$ cat src/rtl/neo_stream_decoder.sv
// Receive-side decoder for a WS2812 (NeoPixel) single-wire stream sampled at 50 MHz.
// Classifies high pulses into bits, assembles GRB pixels, detects latch gaps and protocol errors.
module neo_stream_decoder #(
  parameter int NUM_PIXELS   = 5,
  parameter int MIN_HIGH     = 8,
  parameter int THRESH_HIGH  = 27,
  parameter int MAX_HIGH     = 50,
  parameter int RESET_CYCLES = 2500
) (
  input  logic       clock,
  input  logic       reset,
  input  logic       neo_in,
  output logic       pixel_valid,
  output logic [2:0] pixel_index,
  output logic [7:0] green,
  output logic [7:0] red,
  output logic [7:0] blue,
  output logic       frame_done,
  output logic [3:0] pixel_count,
  output logic       overflow,
  output logic       error,
  output logic [1:0] error_code,
  output logic       busy
);

  localparam int HW = $clog2(MAX_HIGH + 1);
  localparam int LW = $clog2(RESET_CYCLES + 1);

  localparam logic [HW-1:0] HIGH_MIN  = HW'(MIN_HIGH);
  localparam logic [HW-1:0] HIGH_ONE  = HW'(THRESH_HIGH);
  localparam logic [HW-1:0] HIGH_MAX  = HW'(MAX_HIGH);
  localparam logic [LW-1:0] LOW_LAST  = LW'(RESET_CYCLES - 1);
  localparam logic [3:0]    SLOTS     = 4'(NUM_PIXELS);
  localparam logic [4:0]    PIXEL_BITS = 5'd24;

  localparam logic [1:0] ERR_GLITCH  = 2'b01;
  localparam logic [1:0] ERR_LONG    = 2'b10;
  localparam logic [1:0] ERR_PARTIAL = 2'b11;

  typedef enum logic [1:0] {
    ST_SYNC,
    ST_IDLE,
    ST_HIGH,
    ST_LOW
  } state_t;

  state_t        state;
  logic          meta;
  logic          line;
  logic          line_d;
  logic [HW-1:0] high_cnt;
  logic [LW-1:0] low_cnt;
  logic [23:0]   shift_reg;
  logic [4:0]    bit_cnt;
  logic [2:0]    slot;
  logic [3:0]    tally;

  logic rise;
  logic fall;

  assign rise = line & ~line_d;
  assign fall = ~line & line_d;
  assign busy = (state == ST_HIGH) || (state == ST_LOW);

  // NOTE: every register here is sequential state, so it is assigned with <= only;
  // blocking assignments would let later statements see half-updated values.
  always_ff @(posedge clock) begin
    if (reset) begin
      state       <= ST_SYNC;
      meta        <= 1'b0;
      line        <= 1'b0;
      line_d      <= 1'b0;
      high_cnt    <= '0;
      low_cnt     <= '0;
      shift_reg   <= '0;
      bit_cnt     <= '0;
      slot        <= '0;
      tally       <= '0;
      pixel_valid <= 1'b0;
      pixel_index <= '0;
      green       <= '0;
      red         <= '0;
      blue        <= '0;
      frame_done  <= 1'b0;
      pixel_count <= '0;
      overflow    <= 1'b0;
      error       <= 1'b0;
      error_code  <= '0;
    end else begin
      meta   <= neo_in;
      line   <= meta;
      line_d <= line;

      // NOTE: one-cycle strobes default low here and are raised only by the branch that fires them.
      pixel_valid <= 1'b0;
      frame_done  <= 1'b0;
      error       <= 1'b0;

      unique case (state)
        ST_SYNC: begin
          // Wait for a full latch gap of quiet line before trusting bit boundaries.
          if (line) begin
            low_cnt <= '0;
          end else if (low_cnt == LOW_LAST) begin
            low_cnt <= '0;
            state   <= ST_IDLE;
          end else begin
            low_cnt <= low_cnt + LW'(1);
          end
        end

        ST_IDLE: begin
          if (rise) begin
            high_cnt <= HW'(1);
            overflow <= 1'b0;
            state    <= ST_HIGH;
          end
        end

        ST_HIGH: begin
          if (fall) begin
            if (high_cnt < HIGH_MIN) begin
              error      <= 1'b1;
              error_code <= ERR_GLITCH;
              shift_reg  <= '0;
              bit_cnt    <= '0;
              slot       <= '0;
              tally      <= '0;
              low_cnt    <= '0;
              state      <= ST_SYNC;
            end else begin
              shift_reg <= {shift_reg[22:0], (high_cnt >= HIGH_ONE)};
              bit_cnt   <= bit_cnt + 5'd1;
              low_cnt   <= LW'(1);
              state     <= ST_LOW;
            end
          end else if (high_cnt == HIGH_MAX) begin
            // Line is still high one cycle beyond the longest legal pulse.
            error      <= 1'b1;
            error_code <= ERR_LONG;
            shift_reg  <= '0;
            bit_cnt    <= '0;
            slot       <= '0;
            tally      <= '0;
            low_cnt    <= '0;
            state      <= ST_SYNC;
          end else begin
            high_cnt <= high_cnt + HW'(1);
          end
        end

        ST_LOW: begin
          // A completed pixel is emitted in the first low cycle, independent of the next rise.
          if (bit_cnt == PIXEL_BITS) begin
            if ({1'b0, slot} < SLOTS) begin
              pixel_valid <= 1'b1;
              pixel_index <= slot;
              green       <= shift_reg[23:16];
              red         <= shift_reg[15:8];
              blue        <= shift_reg[7:0];
            end else begin
              overflow <= 1'b1;
            end
            bit_cnt <= '0;
            slot    <= (slot == 3'd7) ? slot : slot + 3'd1;
            tally   <= (tally == 4'd15) ? tally : tally + 4'd1;
          end

          if (rise) begin
            high_cnt <= HW'(1);
            state    <= ST_HIGH;
          end else if (low_cnt == LOW_LAST) begin
            frame_done  <= 1'b1;
            pixel_count <= tally;
            if (bit_cnt != 5'd0) begin
              error      <= 1'b1;
              error_code <= ERR_PARTIAL;
            end
            shift_reg <= '0;
            bit_cnt   <= '0;
            slot      <= '0;
            tally     <= '0;
            low_cnt   <= '0;
            state     <= ST_IDLE;
          end else begin
            low_cnt <= low_cnt + LW'(1);
          end
        end

        default: state <= ST_SYNC;
      endcase
    end
  end

endmodule
$ cat config.mk
export PLATFORM = sky130hd
export DESIGN_NAME = neo_stream_decoder
export DESIGN_NICKNAME = d
export VERILOG_FILES = /design/src/rtl/neo_stream_decoder.sv
export SDC_FILE = /design/constraint.sdc
export NUM_CORES = 1
export LEC_CHECK = 0
export BUFFER_PORTS_ARGS = -buffer_cell sky130_fd_sc_hd__buf_4
export CAP_MARGIN = 20
export CORE_ASPECT_RATIO = 0.6
export CORE_MARGIN = 3
export CORE_UTILIZATION = 40
export DETAILED_ROUTE_END_ITERATION = 16
export GPL_TIMING_DRIVEN = 0
export PLACE_DENSITY = 0.6
export SYNTH_ARGS = -nofsm -noshare
export SYNTH_HDL_FRONTEND = slang
export SYNTH_SLANG_ARGS = --single-unit
export TNS_END_PERCENT = 50
$ cat constraint.sdc
create_clock -name clock -period 2.4 [get_ports clock]
set_clock_uncertainty 0.1 [all_clocks]
set_input_delay 0.12 -clock clock [delete_from_list [all_inputs] [get_ports clock]]
set_output_delay 0.12 -clock clock [all_outputs]
set_load 0.02 [all_outputs]
Word level (Yosys, flattened, before mapping)
Index checks and enable logic that the tools add are counted.
{ "word_totals": {"ff_bits": 96, "in_bits": 3, "out_inout_bits": 38, "word_cells": 143} }
{ "classes": {"add_sub_neg": 5, "n_lt_le_gt_ge": 3, "eq_ne": 20, "muxes": 68, "bitwise": 7, "n_reduce_logical": 20} }
{ "ops": {"columns": ["cell", "count"], "rows": [
  ["2-to-1 mux 24 bit", 5],
  ["2-to-1 mux 12 bit", 5],
  ["one-hot mux 24 bit (2 select lines)", 1],
  ["one-hot mux 12 bit (3 select lines)", 1],
  ["2-to-1 mux 5 bit", 6],
  ["2-to-1 mux 4 bit", 7],
  ["2-to-1 mux 2 bit", 13],
  ["2-to-1 mux 3 bit", 7],
  ["2-to-1 mux 6 bit", 3],
  ["AND reduction 3 bit", 5],
  ["adder 12 x 1 -> 12 bit, second input constant", 1],
  ["equality test 12 bit, second input constant", 1],
  ["2-to-1 mux 1 bit", 12],
  ["!= test 2 bit, second input constant", 6],
  ["one-hot mux 6 bit (2 select lines)", 1],
  ["AND reduction 4 bit", 3],
  ["one-hot mux 5 bit (2 select lines)", 1],
  ["!= test 2 x 1 -> 1 bit, second input constant", 4],
  ["one-hot mux 2 bit (4 select lines)", 1],
  ["one-hot mux 4 bit (2 select lines)", 1],
  ["adder 6 x 1 -> 6 bit, second input constant", 1],
  ["equality test 6 bit, second input constant", 1],
  ["greater-or-equal comparator 6 x 5 -> 1 bit, second input constant", 1],
  ["less-than comparator 6 x 4 -> 1 bit, second input constant", 1],
  ["24 further kinds", 35]
]} }

Longest topological paths before layout
Gate-level depths: netlist of the first run.
{ "logic_depth": {"ltp_word": 6, "ltp_mapped": 9, "mapped_depth_nobuf": 7} }

Least setup slack after synthesis of the first run
OpenSTA, ideal clock, no wires.
{ "synth_timing": {"path_kind": "register to register", "from": "reg low_cnt[0]", "to": "reg low_cnt[6]", "t_arrival_ns": 1.785, "required_time_ns": 2.238, "slack_ns": 0.453, "path_stages_with_launch": 8, "n_path_buf": 1, "period_less_slack_ns": 1.947, "path_cell_list": "dfxtp_1 ha_1 nor4b_2 and3_4 or3_1 buf_2 or3_1 nand3_1"} }
{ "synth_between": {"elab_chain_cells": 4, "word_cells_on_any_way": 6, "classes_between": "1 x add/sub; 1 x eq/ne; 4 x mux"} }
{ "synth_rtl": {"columns": ["element", "line", "source"], "rows": [
  ["start: declaration", "52", "logic [LW-1:0] low_cnt;"],
  ["start signal: assignment", "108", "low_cnt <= low_cnt + LW'(1);"],
  ["start signal: assignment", "186", "low_cnt <= low_cnt + LW'(1);"],
  ["adder 12 x 1 -> 12 bit / equality test 12 bit (equally long branches)", null, null],
  ["2-to-1 mux 12 bit *", "104, 172", null],
  ["2-to-1 mux 12 bit, on equally long branches", "169, 102", null],
  ["one-hot mux 12 bit (3 select lines) *", "99", "unique case (state)"]
]} }
Mark *: on every way between the ends. The rest lies on a longest branch, timed or not. The select of a mux whose other input is x is not followed.
A chain may end at the register's enable or synchronous reset.

Worst setup path after layout of the first run
{ "layout_timing": {"from": "reg low_cnt[0]", "to": "reg tally[2]"} }
{ "layout_between": {"elab_chain_cells": 4} }
{ "layout_rtl": {"columns": ["element", "line", "source"], "rows": [
  ["equality test 12 bit", "172", "end else if (low_cnt == LOW_LAST) begin"],
  ["2-to-1 mux 4 bit", "172", null],
  ["2-to-1 mux 4 bit", "169", "if (rise) begin"],
  ["one-hot mux 4 bit (2 select lines)", "99", null],
  ["end signal: assignment", "166", "tally <= (tally == 4'd15) ? tally : tally + 4'd1;"],
  ["end: declaration", "56", "logic [3:0] tally;"]
]} }
No other way between the ends.

==> results of run 1 <==
[logic make-up after synthesis]
logic type	synth area share [%]
and+or+nand+nor	26.94
DFF	46.43
muxes	1.995
adders and majority gates	2.116
xor gates and xnor gates	1.270
AOI/OAI and AO/OA	17.35
buffers and inverters	3.899
[timing repair]
item	CTS	global route
resized for setup	0	4
hold endpoints to repair	1	0
hold buffers	1	0
setup endpoints to repair	0	33
setup buffers	0	0
[cell type report]
cell class,instances,area share [%]
Multi-Input combinational cell,365,41.91
Buffer,26,2.534
Inverter,10,0.7601
Sequential cell,96,38.92
Tap cell,135,3.420
Timing Repair Buffer,41,6.283
Clock inverter,4,1.064
Clock buffer,11,5.118
[worst paths after layout]
| kind | start | end | slack [ps] | cells past startpoint |
|---|---|---|---|---|
| setup / recovery | low_cnt[0] | tally[2] | 170 | 7 |
| hold / removal | reset | low_cnt[6] | 90 | 4 |
| setup reg to reg | low_cnt[0] | tally[2] | 170 | 7 |
| hold reg to reg | meta | line | 350 | 1 |
[metrics by stage]
step	util [%]	setup WS, ps
after global routing	49.46	8.589
final	49.46	167.2
after floorplan	-	452.6
after global placement	46.15	75.93
after detailed placement	46.15	61.59
after CTS	49.31	50.33
[routing by layer]
layer / GRT usage (%) / vias to the layer above
li1: - / 1848
met1: 28.53 / 1746
met2: 24.28 / 121
met3: 4.251 / 8
met4: 4.891 / 0
met5: 0 / -
[worst reg2reg max path, delay by kind of cell (launching register included)]
family                     cells  cell delay (ps)
and+or+nand+nor                4             1080
adders and majority gates      1              280
buffers and inverters          1              180
DFF                            1              400
AOI/OAI and AO/OA              1               60
[report_power, final]
| group | internal (W) | switching (W) | leakage, nW | total [W] |
|---|---|---|---|---|
| combinational | 0.0000245 | 0.0000553 | 0.969 | 0.0000799 |
| clock | 0.000863 | 0.000608 | 0.152 | 0.00147 |
| sequential | 0.00160 | 0.00000736 | 0.774 | 0.00161 |
[cell usage in the layout, fill, tap and decap left out, types with 2 or more instances in the layout]
master | synthesis | final
dfxtp_1 | 96 | 96
nand2_1 | 95 | 95
buf_4 | 1 | 41
nand3_1 | 39 | 39
a21oi_1 | 38 | 38
nor2_1 | 31 | 31
o21ai_0 | 30 | 30
nor3_1 | 15 | 15
clkbuf_1 | 14 | 13
a21o_1 | 11 | 11
inv_1 | 9 | 9
o21ai_1 | 9 | 9
clkbuf_16 | 0 | 9
ha_1 | 7 | 7
nand4_1 | 6 | 6
or3_1 | 6 | 6
mux2i_1 | 6 | 6
nand2b_1 | 5 | 5
buf_2 | 5 | 5
xor2_1 | 5 | 5
nor2b_1 | 4 | 4
and3_1 | 4 | 4
buf_1 | 3 | 3
o31ai_1 | 3 | 3
o21a_1 | 3 | 3
a31oi_1 | 3 | 3
and2_1 | 2 | 2
and4_1 | 2 | 2
clkbuf_2 | 1 | 2
buf_6 | 2 | 2
nor3_2 | 2 | 2
o211ai_1 | 2 | 2
a22o_1 | 2 | 2
mux2_2 | 2 | 2
o311ai_1 | 2 | 2
a311oi_1 | 2 | 2
a211oi_1 | 2 | 2
or4b_2 | 2 | 2
clkbuf_8 | 0 | 2
==> impl_metrics.csv, run 1 <==
group,metric,value,unit
synthesis,synth_flop_cell,"dfxtp_1",
power_and_ir_drop,ir_drop,0.4076,mV
placed_design,dpl.cell_count,672,
synthesis,synth_seq_cells,96,
timing,fin_crit_sh,93.03,%
synthesis,synth_most_common_cell,"dfxtp_1",
worst_setup_path,cp_cell_sequence,"ha_1 -> nor4b_4 -> nand4_1 -> nor2_4 -> or3_1 -> buf_2 -> a311oi_1",
global_routing,antenna_found_initial,0,
timing,fmax,447.9,MHz
run,drv_cap,0,
synthesis,ys_seq_area_share,46.43,%
worst_setup_path,critical_path_buf_inv_count,1,
synthesis,synth_top_area_share,46.43,%
floorplan,dieArea,11640,um^2
drt,totalWireLength,10.25,mm
layout,instances_no_fill,688,
cts,cts_root_buffer,"clkbuf_16",
run_status,status,"finished clean",
placed_design,gp_congestion,0.8988,
cts,cts_tree,"done",
drt,vias,3723,
synthesis,yosysWarnings,0,
timing,slew_viol_final,0,
timing,hold_viol_final,0,
synthesis,async_flop_share,0,%
drt,drc_errors,0,
worst_hold_path,hold_path_class,"in2reg",
cts,cts_buffers,9,
synthesis,synth_edf_count,0,
power_and_ir_drop,leakage,1.895,nW
drt,via_per_inst,5.411,
layout,nNetsFinal,559,
floorplan,start_util,41.45,%
timing,setup_viol,0,
placed_design,placed_area,4608,um^2
cts,clk_pin_slew,70,ps
timing,tns,0,ps
global_routing,overflow,0,
worst_setup_path,path_class,"reg2reg",
power_and_ir_drop,total_power,0.003156,W
worst_setup_path,crit_path_max_fanout,7,
cts,clock_path_buffers,2,
layout,syn_to_final_growth,19.32,%
drt,wl_per_cell,14.90,um
floorplan,die_x,137.3,um
timing,max_slew.worst_pin.slew,843.4,ps
synthesis,synth_top_area_cell,"dfxtp_1",
drt,met2_length,4.138,mm
worst_setup_path,start_kind,"flip-flop",
layout,multi_input_area,2069,um^2
drt,top_layer,"met4",
cts,htreeDepth,3,
drt,wl_met3,628,um
layout,finalInstanceArea,4938,um^2
worst_setup_path,slowest_stage,"dfxtp_1",
layout,fill_cells,945,
drt,met1_length,5.393,mm
global_routing,grtUsageTotal,18.12,%
global_routing,grt_first_pass_wirelength,16.70,mm
synthesis,avgSynthCellArea,8.328,um^2
cts,clk_latency,330,ps
worst_setup_path,end_kind,"flip-flop",
timing,holdWs,94.59,ps
floorplan,coreArea,9985,um^2
synthesis,synthCells,497,
layout,seq_area,1922,um^2
drt,drtPass1Iterations,5,
cts,clock_sinks,96,
synthesis,yosys.cell_types.count,62,
worst_setup_path,crit_arrival,2330,ps
floorplan,die_y,84.80,um
drt,ant_nets,0,
drt,drtIter0Drc,293,
floorplan,num_rows,28,
layout,largest_reg_flops,24,
worst_setup_path,cp_top_family,"simple AND/OR/NAND/NOR gates",
global_routing,grt_pass1_vias,3244,
synthesis,syn-num-nets,507,
placed_design,port_buffers,40,
floorplan,ioPinCount,41,
timing,min_period,2233,ps
power_and_ir_drop,power-per-cell-area,639.1,nW/um^2
timing,rsz0062_at_grt,"no",
synthesis,netlist_area,4139,um^2
synthesis,synth_commonest_cells,"96 x dfxtp_1, 95 x nand2_1, 39 x nand3_1, 38 x a21oi_1, 31 x nor2_1",
timing,slew_headroom,43.30,%
layout,insertedDiodeCount,0,
worst_setup_path,cp.required,2490,ps
placed_design,post-dp-hpwl,7.498,mm
global_routing,grt_max_degree,16,
synthesis,yosys-top-cells-area,"dfxtp_1 46%, nand2_1 8.6%, nand3_1 4.7%",
worst_setup_path,max_stage_delay,400,ps
layout,drive_gt1_share,15.37,%
No activity file was read; power rests on OpenSTA's default activity.
==> run 2: changes to the inputs <==
- clock period: 2.4 -> 2.5 ns (I/O delays scaled with it)
==> run 2 against run 1 <==
Effect of this change: via count is 0.13% lower; count of clock-buffer cells in the layout stayed put; final area is 0.18% lower; register-to-register slack gained 20 ps; first-iteration DRC count shrank 3.8%; sequential cell count did not move; combinational power decreased by 5.1%; routed wire length decreased by 0.18%; setup slack gained 23 ps; fmax down 3.4%; critical endpoint unchanged; largest cell class unchanged; highest routed layer unchanged.
==> impl_metrics.csv, run 2 (synthesized netlist as in run 1, its figures left out) <==
group,metric,value,unit
drt,ant_nets,0,
worst_setup_path,slowest_stage,"dfxtp_1",
global_routing,grt_use_met1,28.53,%
floorplan,die_y,84.80,um
layout,largest_reg_flops,24,
timing,fin_crit_sh,92.41,%
timing,fmax,432.9,MHz
layout,final_cell_mix,"96 x dfxtp_1, 95 x nand2_1, 41 x buf_4",
power_and_ir_drop,leakage,1.894,nW
cts,clock_sinks,96,
floorplan,ioPinCount,41,
power_and_ir_drop,power-per-cell-area,614.2,nW/um^2
power_and_ir_drop,total_power,0.003028,W
cts,cts_root_buffer,"clkbuf_16",
timing,min_period,2310,ps
run,drv_cap,0,
worst_setup_path,path_class,"reg2reg",
timing,setup_viol,0,
drt,wl_per_cell,14.87,um
worst_setup_path,worst-r2r-cell-count,7,
global_routing,grt_first_pass_wirelength,16.70,mm
placed_design,post-dp-hpwl,7.498,mm
worst_setup_path,max_stage_delay,400,ps
cts,cts_tree,"done",
placed_design,port_buffers,40,
drt,totalWireLength,10.23,mm
global_routing,grt_pass1_vias,3244,
layout,fin_util,49.37,%
global_routing,grt_max_degree,16,
cts,clk_pin_slew,70,ps
drt,vias,3718,
layout,nNetsFinal,559,
worst_setup_path,critical_path_buf_inv_count,1,
worst_setup_path,worstSetupStartpoint,"low_cnt[0]",
worst_hold_path,hp-start,"reset",
placed_design,placed_area,4608,um^2
worst_hold_path,hold_path_class,"in2reg",
worst_setup_path,crit_path_max_fanout,7,
worst_setup_path,start_kind,"flip-flop",
run_status,status,"finished clean",
layout,insertedDiodeCount,0,
layout,drive_gt1_share,15.37,%
worst_setup_path,cp_cell_sequence,"ha_1 -> nor4b_2 -> nand4_1 -> nor2_4 -> or3_1 -> buf_2 -> a311oi_1",
cts,clock_path_buffers,2,
cts,htreeDepth,3,
timing,slew_headroom,41.13,%
global_routing,grt_busiest_layer,"met1",
worst_setup_path,crit_arrival,2400,ps
timing,max_slew.worst_pin.slew,875.6,ps
worst_setup_path,r2r-end,"tally[2]",
worst_setup_path,reg2reg_setup_slack,190,ps
layout,layout_commonest_cell,"dfxtp_1",
global_routing,overflow,0,
cts,cts_setup_buffers,0,
timing,slew_viol_final,0,
worst_setup_path,regToRegStartpoint,"low_cnt[0]",
floorplan,coreArea,9985,um^2
global_routing,grt_use_met2,24.28,%
worst_setup_path,cp_top_family,"simple AND/OR/NAND/NOR gates",
drt,drtPass1Iterations,5,
timing,worst_slack,189.8,ps
layout,syn_to_final_growth,19.11,%
floorplan,dieArea,11640,um^2
worst_setup_path,end_kind,"flip-flop",
cts,cts_buffers,9,
placed_design,preCtsSetupSlack,161.6,ps
cts,clk_latency,340,ps
worst_setup_path,cp_num_cells,7,
layout,finalInstanceArea,4930,um^2
power_and_ir_drop,ir_drop,0.3912,mV
timing,hold_viol_final,0,
drt,drc_errors,0,
placed_design,gp_congestion,0.8988,
worst_setup_path,endpoint,"tally[2]",
drt,drtIter0Drc,282,
worst_setup_path,cp.required,2590,ps
global_routing,grtUsageTotal,18.12,%
global_routing,antenna_found_initial,0,
floorplan,num_rows,28,
global_routing,grt_util_met3,4.251,%
floorplan,die_x,137.3,um
drt,via_per_inst,5.404,
floorplan,start_util,41.45,%
## run 2: cell counts in the layout (fill, tap and decap cells not counted)
No cell type changed its count.
## run 2: metal layers
layer	wire [um]	part of all wire, %
met1	5422	53
met2	4125	40
met4	93	0.91
met3	590	5.8
met5	0	0
## run 2: power by group
group	switching, W	leakage [nW]	total [W]	internal [W]
Clock	0.000582	0.152	0.00141	0.000828
Sequential	0.00000696	0.774	0.00154	0.00153
Combinational	0.0000529	0.968	0.0000758	0.0000229
## run 2: layout make-up
cell class | instances | area, um^2
Clock buffer | 11 | 252.7
Inverter | 10 | 37.54
Sequential cell | 96 | 1922
Multi-Input combinational cell | 365 | 2061
Buffer | 26 | 125.1
Clock inverter | 4 | 52.55
Fill cell | 948 | 5055
Timing Repair Buffer | 41 | 310.3
Tap cell | 135 | 168.9
## run 2: stage by stage
step / TNS (ps) / cells / hold slack, ps
after floorplan: 0 / 497 / 153.2
after global routing: -10.84 / 688 / 115.2
final: 0 / 688 / 98.73
after detailed placement: 0 / 672 / 241.9
after global placement: 0 / 672 / 237.3
after CTS: 0 / 688 / 102.8
## run 2: worst min-delay path by stage
stage	to	cells past startpoint
after floorplan	meta	1
after global placement	meta	2
after detailed placement	meta	2
after CTS	low_cnt[6]	4
after global routing	low_cnt[6]	4
final	low_cnt[6]	4
## run 2: worst reg2reg max path, stage by stage (launching register included)
cell and delay (ps):
dfxtp_1 400, ha_1 270, nor4b_2 390, nand4_1 340, nor2_4 290, or3_1 140, buf_2 180, a311oi_1 60
## run 2: timing repair
item,4_1_cts,5_1_grt
setup endpoints to repair,0,17
resized for setup,0,3
endpoints found under the hold margin,1,0
hold buffers,1,0
